**src/rtl/prio_enc_sched_pkg.sv**
```systemverilog
// prio_enc_sched_pkg: shared types and the request picker for priority_encoder_rr_sched
//  state_t  : RUN / DRAIN / DONE flush sequencer states
//  rr_pick  : index of the first set request at or above ptr, wrapping over n requesters
package prio_enc_sched_pkg;
  typedef enum logic [1:0] {RUN, DRAIN, DONE} state_t;
  localparam int REQ_MAX = 32;
  localparam int PTR_W = 5;
  function automatic logic [PTR_W-1:0] rr_pick(input logic [REQ_MAX-1:0] req, input logic [PTR_W-1:0] ptr, input int n);
    int idx;
    rr_pick = ptr;
    // walk offsets from farthest to nearest so the nearest set request is the one that sticks
    for (int k = REQ_MAX - 1; k >= 0; k--) begin
      idx = (int'(ptr) + k) % n;
      if (k < n && req[idx]) rr_pick = PTR_W'(idx);
    end
  endfunction
endpackage

```
**src/rtl/prio_enc_sched_tag_fifo.sv**
```systemverilog
// prio_enc_sched_tag_fifo: show-ahead FIFO holding requester IDs of requests in flight
//  clk, rst_n (async, active low)
//  push/din  : write an ID; accepted when not full, or when full together with pop
//  pop/dout  : dout shows the oldest ID; pop removes it when not empty
//  full/empty: occupancy flags
module prio_enc_sched_tag_fifo #(
  parameter int W = 2,
  parameter int DEPTH = 4
) (
  input  logic         clk,
  input  logic         rst_n,
  input  logic         push,
  input  logic [W-1:0] din,
  input  logic         pop,
  output logic [W-1:0] dout,
  output logic         full,
  output logic         empty
);
  localparam int AW = DEPTH > 1 ? $clog2(DEPTH) : 1;
  localparam int CW = $clog2(DEPTH + 1);
  logic [W-1:0] mem [DEPTH];
  logic [AW-1:0] wr, rd;
  logic [CW-1:0] cnt;
  logic do_push, do_pop;
  assign full = cnt == CW'(DEPTH);
  assign empty = cnt == '0;
  assign do_pop = pop && !empty;
  // when full, the slot being read this cycle is the one freed for the incoming ID
  assign do_push = push && (!full || pop);
  assign dout = mem[rd];
  always_ff @(posedge clk or negedge rst_n) begin
    if (!rst_n) begin
      wr <= '0;
      rd <= '0;
      cnt <= '0;
    end else begin
      if (do_push) wr <= (wr == AW'(DEPTH - 1)) ? '0 : wr + 1'b1;
      if (do_pop) rd <= (rd == AW'(DEPTH - 1)) ? '0 : rd + 1'b1;
      cnt <= cnt + CW'(do_push) - CW'(do_pop);
    end
  end
  always_ff @(posedge clk) begin
    if (do_push) mem[wr] <= din;
  end
endmodule

```
**src/rtl/priority_encoder_rr_sched.sv**
```systemverilog
// priority_encoder_rr_sched: shares one priority encoder between REQ_N requesters
//  clk_i, arst_n_i (async, active low)
//  req_data_i/req_val_i/req_ready_o : per-requester request channel, ready one-hot or zero
//  enc_data_o/enc_data_val_o        : to encoder input (registered)
//  enc_data_left_i/right_i/val_i    : from encoder output
//  resp_left_o/right_o/id_o/val_o   : encoder result tagged with requester ID (registered)
//  flush_i/flush_done_o             : stop granting, pulse when everything in flight has returned
//  err_o                            : sticky, encoder result arrived with nothing outstanding
//  Build option PRIO_ENC_SCHED_STRICT_PRIO_EN: fixed priority (lowest index wins) instead of round-robin.
module priority_encoder_rr_sched
  import prio_enc_sched_pkg::*;
#(
  parameter int DATA_W = 16,
  parameter int REQ_N = 4,
  parameter int MAX_OUT = 4
) (
  input  logic                       clk_i,
  input  logic                       arst_n_i,
  input  logic [REQ_N*DATA_W-1:0]    req_data_i,
  input  logic [REQ_N-1:0]           req_val_i,
  output logic [REQ_N-1:0]           req_ready_o,
  output logic [DATA_W-1:0]          enc_data_o,
  output logic                       enc_data_val_o,
  input  logic [DATA_W-1:0]          enc_data_left_i,
  input  logic [DATA_W-1:0]          enc_data_right_i,
  input  logic                       enc_data_val_i,
  output logic [DATA_W-1:0]          resp_left_o,
  output logic [DATA_W-1:0]          resp_right_o,
  output logic [$clog2(REQ_N)-1:0]   resp_id_o,
  output logic                       resp_val_o,
  input  logic                       flush_i,
  output logic                       flush_done_o,
  output logic                       err_o
);
  localparam int ID_W = $clog2(REQ_N);
  localparam int CNT_W = $clog2(MAX_OUT + 1);
  state_t state, state_nxt;
  logic [ID_W-1:0] ptr, grant_id, tag_id;
  logic [CNT_W-1:0] outstanding, outstanding_nxt;
  logic can_grant, accept, pop, fifo_full, fifo_empty;
  // a returning result frees a slot in the same cycle, so a full scheduler may still grant;
  // ready is also forced low while reset is asserted so every output reads 0 immediately
  assign can_grant = arst_n_i && state == RUN && (!fifo_full || enc_data_val_i);
  assign grant_id = ID_W'(rr_pick(REQ_MAX'(req_val_i), PTR_W'(ptr), REQ_N));
  assign req_ready_o = (can_grant && |req_val_i) ? REQ_N'(1) << grant_id : '0;
  assign accept = |(req_val_i & req_ready_o);
  assign pop = enc_data_val_i && !fifo_empty;
  assign outstanding_nxt = outstanding + CNT_W'(accept) - CNT_W'(pop);
  assign flush_done_o = state == DONE;
  prio_enc_sched_tag_fifo #(.W(ID_W), .DEPTH(MAX_OUT)) u_tag_fifo (
    .clk(clk_i),
    .rst_n(arst_n_i),
    .push(accept),
    .din(grant_id),
    .pop(pop),
    .dout(tag_id),
    .full(fifo_full),
    .empty(fifo_empty)
  );
  // DRAIN looks at the post-update count so a response landing this cycle completes the drain
  always_comb begin
    state_nxt = state;
    if (state == RUN) state_nxt = flush_i ? DRAIN : RUN;
    else if (state == DRAIN) state_nxt = (outstanding_nxt == '0) ? DONE : DRAIN;
    else state_nxt = flush_i ? DRAIN : RUN;
  end
  always_ff @(posedge clk_i or negedge arst_n_i) begin
    if (!arst_n_i) begin
      state <= RUN;
      ptr <= '0;
      outstanding <= '0;
      enc_data_o <= '0;
      enc_data_val_o <= 1'b0;
      resp_left_o <= '0;
      resp_right_o <= '0;
      resp_id_o <= '0;
      resp_val_o <= 1'b0;
      err_o <= 1'b0;
    end else begin
      state <= state_nxt;
      outstanding <= outstanding_nxt;
      enc_data_val_o <= accept;
      if (accept) enc_data_o <= req_data_i[grant_id*DATA_W +: DATA_W];
`ifdef PRIO_ENC_SCHED_STRICT_PRIO_EN
      ptr <= '0;
`else
      if (accept) ptr <= (grant_id == ID_W'(REQ_N - 1)) ? '0 : grant_id + 1'b1;
`endif
      resp_val_o <= pop;
      if (pop) begin
        resp_left_o <= enc_data_left_i;
        resp_right_o <= enc_data_right_i;
        resp_id_o <= tag_id;
      end
      if (enc_data_val_i && fifo_empty) err_o <= 1'b1;
    end
  end
endmodule

```
**config.mk**
```make
export PLATFORM = sky130hd
export DESIGN_NAME = priority_encoder_rr_sched
export DESIGN_NICKNAME = d
export VERILOG_FILES = /design/src/rtl/prio_enc_sched_pkg.sv /design/src/rtl/prio_enc_sched_tag_fifo.sv /design/src/rtl/priority_encoder_rr_sched.sv
export SDC_FILE = /design/constraint.sdc
export NUM_CORES = 1
export LEC_CHECK = 0
export CORE_MARGIN = 4
export CORE_UTILIZATION = 60
export DETAILED_ROUTE_END_ITERATION = 10
export DONT_BUFFER_PORTS = 1
export PLACE_DENSITY = 0.75
export SYNTH_ARGS = -nofsm -noshare
export SYNTH_HDL_FRONTEND = slang
export SYNTH_SLANG_ARGS = --single-unit
```
**constraint.sdc**
```tcl
create_clock -name clk_i -period 5.24 [get_ports clk_i]
set_input_delay 0.524 -clock clk_i [delete_from_list [all_inputs] [get_ports clk_i]]
set_output_delay 0.524 -clock clk_i [all_outputs]
set_load 0.01 [all_outputs]
```
==> results.sh <==
export IMPL_status="finished clean"
export IMPL_cts_tree="done"
export IMPL_synth_area_um2=3862
export IMPL_port_buffers=0
export IMPL_clock_fmax_ghz=0.2599
export IMPL_synth_distinct_cells=46
export IMPL_cts_root_buf="clkbuf_8"
export IMPL_r2r_end="state[0]"
export IMPL_vias_per_cell=5.780
export IMPL_clock_sinks=75
export IMPL_syn_area_per_cell_um2=10.33
export IMPL_core_um2=6096
export IMPL_power_density_nw_per_um2=538.5
export IMPL_crit_chain="and3b_1, a2111oi_4, buf_4, or2_2, ha_1, nand2_1, a31oi_4, inv_1, ha_1, inv_1, ha_1, inv_1, fa_1, xor2_1, xnor2_1, inv_1, nor4b_1, nor2_1"
export IMPL_drcViolationCount=0
export IMPL_ff2ff_path_depth=18
export IMPL_dpl_hpwl_mm=5.840
export IMPL_cp_top_family="simple AND/OR/NAND/NOR gates"
export IMPL_drive_gt1_share_pct=12.57
export IMPL_cp_slowest_stage_delay_ns=0.42
export IMPL_finalCritPeriodShare_pct=73.41
export IMPL_crit_path_end="state[0]"
export IMPL_path_depth=18
export IMPL_placed_cell_area_um2=3894
export IMPL_multi_input_area_um2=1737
export IMPL_period_needed_ns=3.847
export IMPL_ir_worst_vdd_v=0.0002997
export IMPL_antenna_found_initial=0
export IMPL_critPathLaunch="ptr[1]"
export IMPL_criticalPathCategory="register to register"
export IMPL_h_tree_depth=3
export IMPL_r2r_start="ptr[1]"
export IMPL_syn_nets=490
export IMPL_required_ns=5.44
export IMPL_hp_class="primary input to async pin"
export IMPL_ys_ff_latch=75
export IMPL_layout_area_seq_um2=1917
export IMPL_rrSetupSlack_ns=1.39
export IMPL_p_leak_nw=1.880
export IMPL_clock_latency_ns=0.33
export IMPL_path_max_fanout=34
export IMPL_rows=28
export IMPL_netlist_instances=374
export IMPL_grt_pass1_vias=2611
export IMPL_final_antenna_net_count=0
export IMPL_fin_nets=486
export IMPL_grt_max_degree=68
export IMPL_ys_warn_count=0
export IMPL_grt_usage_pct=21.03
export IMPL_post_cts_resized=0
export IMPL_vias=2595
export IMPL_drtIter0Drc=39
export IMPL_synth_edf_count=8
export IMPL_routabilityCongestion=0.8286
export IMPL_endpoint_kind="register"
export IMPL_firstDrtPassIters=4
export IMPL_fillers=484
export IMPL_rsz0062_at_grt="false"
export IMPL_postLayoutCellArea_um2=4098
export IMPL_tightest_slew_ns=0.9308
export IMPL_hold_violations=0
export IMPL_grt_overflow=0
export IMPL_relSlewSlack_pct=37.56
export IMPL_drv_cap=0
export IMPL_path_common_cell="inv_1"
export IMPL_synth_main_ff_cell="dfrtp_1"
export IMPL_drv_slew=0
export IMPL_setup_tns_ns=0
export IMPL_die_w_um=88.24
export IMPL_final_setup_viol_count=0
export IMPL_dieArea_um2=7785
export IMPL_fp_dieH_um=88.24
export IMPL_fin_skew_ns=0.006195
export IMPL_start_kind="register"
export IMPL_grt_pass1_wl_mm=12.54
export IMPL_critPathArrivalTime_ns=4.05
export IMPL_wl_per_cell_um=17.91
export IMPL_clkTransAtPathRegs_ns=0.08
export IMPL_syn_to_final_growth_pct=6.090
export IMPL_pin_count=162
export IMPL_final_util_pct=67.22
export IMPL_async_flop_share_pct=89.33
export IMPL_critPathBufInv=5
export IMPL_start_util_pct=63.36
export IMPL_routed_wirelength_mm=8.042
export IMPL_n_antenna_cell=0
export IMPL_cts_made_buffers=9
export IMPL_clk_path_buf_depth=2
export IMPL_yosysSeqAreaShare_pct=49.63
export IMPL_critPathSlowestCell="dfrtp_1"
-- power by group --
| part | switching, mW | internal, mW | leakage, nW |
|---|---|---|---|
| clock | 0.201 | 0.197 | 0.0906 |
| combinational | 0.420 | 0.343 | 0.905 |
| sequential | 0.235 | 0.811 | 0.884 |
-- final cells by class --
cell class                      count  share of cell area (%)
Sequential cell                    75                   46.78
Clock buffer                       11                   3.725
Clock inverter                      4                  0.5802
Inverter                           29                   2.656
Tap cell                           75                   2.290
Multi-Input combinational cell    249                   42.38
Timing Repair Buffer                6                   1.588
-- worst min-delay path by stage --
| stage | cells after the start | end | start | slack (ns) |
|---|---|---|---|---|
| 4_1_cts | 1 | resp_left_o[0] | arst_n_i | 0.07 |
| 3_3_place_gp | 0 | resp_left_o[0] | arst_n_i | 0.23 |
| 5_1_grt | 1 | resp_left_o[0] | arst_n_i | 0.07 |
| 2_1_floorplan | 0 | enc_data_o[0] | arst_n_i | 0.23 |
| 3_5_place_dp | 0 | resp_left_o[0] | arst_n_i | 0.23 |
| 6_report | 1 | resp_left_o[0] | arst_n_i | 0.06 |
-- cell usage in the layout, fill, tap and decap left out, drive strengths merged, types with 2 or more instances in the layout --
master / n
inv: 29
a31oi: 2
mux4: 2
o21a: 18
or2: 2
a21o: 2
xnor2: 2
mux2: 5
nand2: 100
fa: 2
buf: 6
nor2b: 5
nor3: 6
nor2: 5
o221ai: 16
clkbuf: 11
mux2i: 16
o21ai: 16
xor2: 2
clkinv: 3
edfxtp: 8
nand2b: 3
dfrtp: 67
and2: 6
ha: 10
nor3b: 16
-- registers in the layout, indices dropped and copies added, names as in the netlist --
| signal | count |
|---|---|
| resp_val_o | 1 |
| err_o | 1 |
| ptr | 2 |
| u_tag_fifo.mem | 8 |
| enc_data_o | 16 |
| resp_id_o | 2 |
| outstanding | 3 |
| u_tag_fifo.wr | 2 |
| resp_left_o | 16 |
| enc_data_val_o | 1 |
| u_tag_fifo.rd | 2 |
| state | 2 |
| u_tag_fifo.cnt | 3 |
| resp_right_o | 16 |
-- layer usage --
metal | global-route usage (%) | vias up | wire length, µm
li1 | - | 1256 | -
met3 | 7.169 | 11 | 868
met1 | 25.29 | 1204 | 3129
met4 | 8.242 | 0 | 129
met2 | 34.94 | 124 | 3914
met5 | 0 | - | 0
-- stage by stage --
step	std cells	setup WS (ns)	hold WS, ns	power [mW]
after floorplan	374	1.151	0.2284	1.656
final	449	1.393	0.05571	2.207
after global routing	449	1.075	0.07216	2.387
after CTS	449	1.399	0.06684	2.234
after global placement	433	1.466	0.2300	1.777
after detailed placement	433	1.335	0.2300	1.819
-- cell families after synthesis --
group                    synth area share, %
AND/OR/NAND/NOR                        18.27
flip-flops                             49.63
buffers and inverters                  5.410
multiplexers                           6.770
adder cells (fa/ha/maj)                4.276
AO/OA/AOI/OAI                          14.74
XOR/XNOR                              0.9072
-- synth_stat cells (2+ instances only) --
cell type	instances	area (µm²)
inv_1	28	105.1
xor2_1	2	17.52
nand2b_1	3	18.77
edfxtp_1	8	240.2
buf_4	3	22.52
dfrtp_1	67	1677
xnor2_1	2	17.52
nor2_1	5	18.77
nor2b_1	5	31.28
a21o_1	2	15.01
buf_1	3	11.26
fa_1	2	40.04
nand2_1	100	375.4
o21a_1	18	135.1
mux2_2	3	33.78
mux2i_1	16	160.2
ha_1	10	125.1
nor3_1	5	25.02
nor3b_1	16	120.1
buf_2	2	10.01
o221ai_2	16	240.2
mux2_1	2	22.52
o21ai_0	16	80.08
mux4_2	2	45.04
clkbuf_1	12	45.04
and2_1	6	37.54
-- timing repair --
| action | in CTS | in global routing |
|---|---|---|
| buffers inserted | 0 | 0 |
| endpoints found under the hold margin | 67 | 0 |
| hold buffers | 1 | 0 |
| setup endpoints to repair | 0 | 0 |
(Power assumes the default switching activity.)
